==> src/rtl/leaf_rx_demux.sv <==
// BFT leaf receive demux: 16-deep packet FIFO whose head is steered to one of four ports.
// Optional feature macro: LEAF_RX_DROP_CNT_EN adds the drop_cnt port (invalid-port discard counter).
module leaf_rx_demux (
  input  logic        clk,
  input  logic        reset_n,
  input  logic        ap_start,
  input  logic [48:0] din_leaf_bft2interface,
  output logic        almost_full,
  output logic        overflow,
  output logic [31:0] dout_data,
  output logic [3:0]  dout_valid,
  input  logic [3:0]  dout_ready
`ifdef LEAF_RX_DROP_CNT_EN
  ,
  output logic [15:0] drop_cnt
`endif
);

  logic [35:0] r_mem [16];
  logic [3:0]  r_wptr, r_rptr;
  logic [4:0]  r_count;
  logic        r_ovf, r_af;
  logic [31:0] r_last;

  logic [35:0] w_head;
  logic [3:0]  w_port;
  logic        w_nonempty, w_show, w_drop, w_pop;
  logic        w_in_vld, w_push, w_lost;
  logic [4:0]  w_count_nxt;
  logic        w_unused_fields;

  assign w_unused_fields = ^{din_leaf_bft2interface[47:43], din_leaf_bft2interface[38:32]};

  always_comb begin
    w_head      = r_mem[r_rptr];
    w_port      = w_head[35:32];
    w_nonempty  = (r_count != 5'd0);
    w_show      = w_nonempty && (w_port[3:2] == 2'b00);
    // Heads aimed at a nonexistent port are discarded without ever being presented.
    w_drop      = w_nonempty && (w_port[3:2] != 2'b00);
    w_pop       = w_drop || (w_show && dout_ready[w_port[1:0]]);
    w_in_vld    = din_leaf_bft2interface[48] && ap_start;
    w_push      = w_in_vld && ((r_count != 5'd16) || w_pop);
    w_lost      = w_in_vld && (r_count == 5'd16) && !w_pop;
    w_count_nxt = r_count + 5'(w_push) - 5'(w_pop);
  end

  always_comb begin
    dout_valid = 4'b0000;
    dout_data  = r_last;
    if (w_show) begin
      dout_valid = 4'b0001 << w_port[1:0];
      dout_data  = w_head[31:0];
    end
  end

  assign almost_full = r_af;
  assign overflow    = r_ovf;

  // Storage is not reset; pointers and count define what is live.
  always_ff @(posedge clk) begin
    if (reset_n && w_push)
      r_mem[r_wptr] <= {din_leaf_bft2interface[42:39], din_leaf_bft2interface[31:0]};
  end

  always_ff @(posedge clk) begin
    if (!reset_n) begin
      r_wptr  <= 4'd0;
      r_rptr  <= 4'd0;
      r_count <= 5'd0;
      r_ovf   <= 1'b0;
      r_af    <= 1'b0;
      r_last  <= 32'd0;
    end else begin
      if (w_push) r_wptr <= r_wptr + 4'd1;
      if (w_pop)  r_rptr <= r_rptr + 4'd1;
      r_count <= w_count_nxt;
      if (w_lost) r_ovf <= 1'b1;
      r_af <= (w_count_nxt >= 5'd12);
      if (w_show) r_last <= w_head[31:0];
    end
  end

`ifdef LEAF_RX_DROP_CNT_EN
  logic [15:0] r_drop_cnt;

  always_ff @(posedge clk) begin
    if (!reset_n)
      r_drop_cnt <= 16'd0;
    else if (w_drop && (r_drop_cnt != 16'hFFFF))
      r_drop_cnt <= r_drop_cnt + 16'd1;
  end

  assign drop_cnt = r_drop_cnt;
`endif

endmodule

==> config.mk <==
export PLATFORM = sky130hd
export DESIGN_NAME = leaf_rx_demux
export DESIGN_NICKNAME = d
export VERILOG_FILES = /design/src/rtl/leaf_rx_demux.sv
export SDC_FILE = /design/constraint.sdc
export NUM_CORES = 1
export LEC_CHECK = 0
export ABC_AREA = 1
export ABC_CLOCK_PERIOD_IN_PS = 5280
export CAP_MARGIN = 0
export CORE_ASPECT_RATIO = 0.9
export CORE_MARGIN = 3
export CORE_UTILIZATION = 60
export DETAILED_ROUTE_END_ITERATION = 8
export PLACE_DENSITY = 0.79
export SYNTH_ARGS = -nofsm -noshare
export SYNTH_HDL_FRONTEND = slang
export SYNTH_SLANG_ARGS = --single-unit
==> constraint.sdc <==
create_clock -name clk -period 5.28 [get_ports clk]
set_input_delay 0.792 -clock clk [delete_from_list [all_inputs] [get_ports clk]]
set_output_delay 0.792 -clock clk [all_outputs]
set_load 0.02 [all_outputs]
# Word level (Yosys, flattened, before mapping)
# Memories as Yosys holds them, arrays and structs flattened. A register that Yosys moved wholly into a read port is not among the register bits.
# Cells that the tools add are included.
# totals
regBits	47
ramBits	576
input_bits	56
output_inout_bits	38
word_cells	38
mem_count	1
# memory_table
memory	depth	word_bits	read_ports	rd_clocked_by_memory_dff	wr	line	rtl
r_mem	16	36	1	1	1	19	logic [35:0] r_mem [16];
# classes
n_addsub	4
n_lt_le_gt_ge	2
eq_ne	2
shift	1
n_mux	8
n_reduce_logical	14
# op_table
cell	n
2-to-1 mux 32 bit	1
2-to-1 mux 4 bit	3
adder 4 x 1 -> 4 bit, second input constant	2
logical AND 1 bit	8
adder 5 x 1 -> 5 bit	1
equality test 5 bit, second input constant	1
>= comparator 5 x 4 -> 1 bit, second input constant	1
!= test 5 bit, second input constant	1
nonzero test 5 bit	1
subtractor 5 x 1 -> 5 bit	1
<< shifter 1 x 2 -> 4 bit, first input constant	1
less-than comparator 2 x 3 -> 1 bit, second input constant	1
2-to-1 mux 1 bit	3
binary-select mux 1 bit (select 2 bit)	1
logical NOT 2 bit	1
logical OR 1 bit	2
nonzero test 2 bit	1
logical NOT 1 bit	1

# Logic depth before layout (Yosys ltp)
# depth
word_depth	9
depth_mapped	26

# Worst setup path after synthesis
# No wires, ideal clock.
# synth_path
kind	reg2reg
startpoint	register with a tool-made name
endpoint	memory r_mem[10][0] (enable)
t_arrival_ns	4.051
required_ns	4.806
path_slack_ns	0.755
path_stages_with_launch	17
n_path_buf	3
cell_sequence	dfxtp_1 > buf_6 > inv_2 > buf_4 > nand2_1 > nand3_1 > nand3_1 > nand3_1 > nand2_1 > inv_1 > nand3_1 > nand2_1 > inv_1 > nand3_4 > nand3_4 > buf_6 > nor3_1
# synth_lines
item	line
end, declared	19

==> summary.txt <==
STA
  • Final setup violation count: 0
  • Fin crit share: 0.938
  • Slew headroom: 0.236
  • Least-Margin Pin Slew: 1.15 ns
  • Layout Skew: 0.0207 ns
  • FMAX: 202 MHz
  • Final WS setup: 0.328 ns
  • RSZ-0062 raised after global routing: false
  • Max-slew violation count: 0
  • Hold Violations, Final: 0
  • Minimum clock period: 4.95 ns
  • Final TNS setup: 0 ns

Floorplan
  • Die Wd: 219 um
  • Die H: 198 um
  • Site Rows: 69
  • Core ar.: 39900 sq um
  • # IOs: 94
  • Starting Density: 0.614
  • Die area: 43200 sq um

Clocking
  • Clk sink count: 627
  • Hold_buf cts: 0
  • H-tree depth: 2
  • Clk buf depth: 3
  • Cts bufs inserted: 58
  • Post-CTS Resized: 0
  • CTS tree: built
  • Skew-Pair Late Insertion Delay: 0.62 ns
  • Postcts setup bufs: 0
  • CTS root buffer: clkbuf_16
  • Clk pin slew, worst setup/hold paths: 0.06 ns

Synth
  • Yosys warning count: 0
  • Largest cells by area after synthesis: edfxtp_1 (71%), o21ai_0 (5.2%), nor2_1 (4.2%)
  • Sequential share of the synthesized area: 0.749
  • Synth Instances: 1873
  • Post-synth top area share: 0.707
  • Synth cell types: 30
  • Count leader, synth: edfxtp_1
  • Post-Syn Area: 24500 sq um
  • Most common library cells after synthesis: edfxtp_1 (576), nor2_1 (274), o21ai_0 (256), nand2_1 (204), o221ai_1 (93)
  • Synth Net Count: 1940
  • Number of enable-type register cells in the synthesized netlist: 576
  • Avg Cell Area, Syn: 13.1 sq um
  • FFs w/ async S/R, synth: 0
  • Yosys top cell by area: edfxtp_1
  • FF+latch count, synth: 627
  • Top_reg_cell synth: edfxtp_1

Route
  • Routed WL: 57.7 mm
  • First-pass DRT Iterations: 5
  • Routed vias: 15.9k
  • Met2 wire length: 27.2 mm
  • Residual DRC: 0
  • Met1 WL: 22.9 mm
  • Drt via density: 6.34
  • Top Layer Used: met5
  • Routed length on met3: 5.76 mm
  • Antenna-violating nets left: 0
  • DR WL/cell: 23.0 um
  • 1st-iter DRT viols: 2268

Final layout
  • Area growth syn-to-layout: 12.6%
  • Share of cells above drive strength 1: 0.0741
  • Net count, final: 1989

Worst setup path
  • Worst EP arrival: 4.16 ns
  • CP Cell Sequence: buf_4 -> o21ai_0 -> nand2_1 -> nand2_1 -> nand3_1 -> nand3_1 -> nand2_1 -> nor2_4 -> inv_2 -> nand2_1 -> nand2_1 -> clkdlybuf4s50_1
  • Worst Path Required: 4.49 ns
  • CP max FO: 62
  • Crit-path slowest cell: inv_2
  • Worst Path Buf+Inv: 3
  • Max stage delay on crit path: 0.69 ns
  • CP delay by family, top: buffers and inverters
  • Setup crit end kind: output pin
  • Critical path type: register to output pin
  • Nature of the critical path startpoint: register
  • Most frequent CP cell: nand2_1

Pwr
  • Pwr per Cell Area: 495 nW/um^2
  • Sw Share: 0.331
  • Comb power frac: 0.294
  • Peak supply drop: 0.000397 V
  • Part of the power in the clock network: 0.289
  • Sw Pwr: 0.00452 W
  • Leak: 9.08 nW
  • Internal power: 0.00912 W
  • Seq pwr share: 0.417

Placement
  • Routability cong.: 0.753
  • Port bufs: 81
  • Hpwl dp: 27.4 mm
  • Dpl ws: 0.976 ns

GRT
  • Initial antenna violation count: 2
  • Largest net degree at the start of global routing: 113
  • Global-route wire length before repair: 87.9 mm
  • Number of global-route vias before repair: 15.5k
  • GR Util All Layers: 0.267
  • Global route overflow: 0

Status
  • Status: completed

Run
  • Max-Cap Viols: 0

Hold path
  • Hold Path Class: register to register
-- placed cells by master, fill, tap and decap left out, types with 2 or more instances in the layout --
cell type and n:
o211ai_1 35, nor3_2 14, nor3_1 4, dfxtp_1 47
o21ai_0 256, xnor2_1 3, nor3_4 2, buf_4 33
clkdlybuf4s50_1 81, bufinv_16 2, nand2_2 3, o22ai_1 35
inv_1 37, inv_2 3, nand3_1 77, nand3_4 2
clkbuf_8 5, clkinv_1 13, nand2_1 204, nor2_2 2
dfxtp_4 3, clkbuf_16 58, nor2_1 274, o221ai_1 93
clkinv_2 11, ha_1 10, edfxtp_1 576, xor2_1 5
o21ai_1 14, a21oi_1 39, clkbuf_1 19
-- registers in the layout (all words and copies together), names as in the netlist, named ones only --
name and flops:
r_rptr 4, r_count 5, r_last 32, r_wptr 4, overflow 1, r_mem 576, almost_full 1
-- per-layer routing --
layer | up-vias | GRT usage
li1 | 7042 | -
met3 | 167 | 0.0532
met1 | 7748 | 0.375
met4 | 2 | 0.108
met5 | - | 0
met2 | 898 | 0.418
-- power by group through the flow --
stage | clock (W) | combinational (W) | sequential [W]
floorplan | 0 | 0.00268 | 0.00575
global placement | 0 | 0.00381 | 0.00579
detailed placement | 0 | 0.00395 | 0.00580
CTS | 0.00398 | 0.00400 | 0.00569
global route | 0.00419 | 0.00440 | 0.00570
finish | 0.00394 | 0.00401 | 0.00569
-- cell type report --
type / count / area [sq um]
multi-input cells: 1076 / 5520
clock buffers: 82 / 1590
repair buffers: 115 / 1080
well taps: 532 / 666
clock inverters: 26 / 196
inverters: 44 / 171
flip-flops and latches: 627 / 18300
fillers: 2600 / 12300
diodes: 1 / 2.50
-- worst paths after layout --
kind              depth (start not counted)      from  slack (ns)       endpoint
hold reg to reg                           1  overflow        0.46       overflow
setup / recovery                         12  register        0.33  dout_data[15]
setup reg to reg                         22  register        1.34    almost_full
hold / removal                            1  overflow        0.46       overflow
-- per-stage QoR --
step | util | instances | hold WS (ns) | area, sq um | total power, W
finish | 0.691 | 2503 | 0.464 | 27600 | 0.0136
detailed placement | 0.646 | 2394 | 0.452 | 25800 | 0.00975
CTS | 0.691 | 2502 | 0.466 | 27600 | 0.0137
floorplan | - | 1873 | 0.447 | 24500 | 0.00843
global route | 0.691 | 2502 | 0.488 | 27600 | 0.0143
global placement | 0.646 | 2394 | 0.448 | 25800 | 0.00960
-- cell families after synthesis --
logic type | share of synthesized area
AND/OR/NAND/NOR | 0.0968
adder cells (fa/ha/maj) | 0.00593
AO/OA/AOI/OAI | 0.116
buffers and inverters | 0.0294
flip-flops | 0.749
XOR/XNOR | 0.00286
Power figures use the tool's default switching activity.
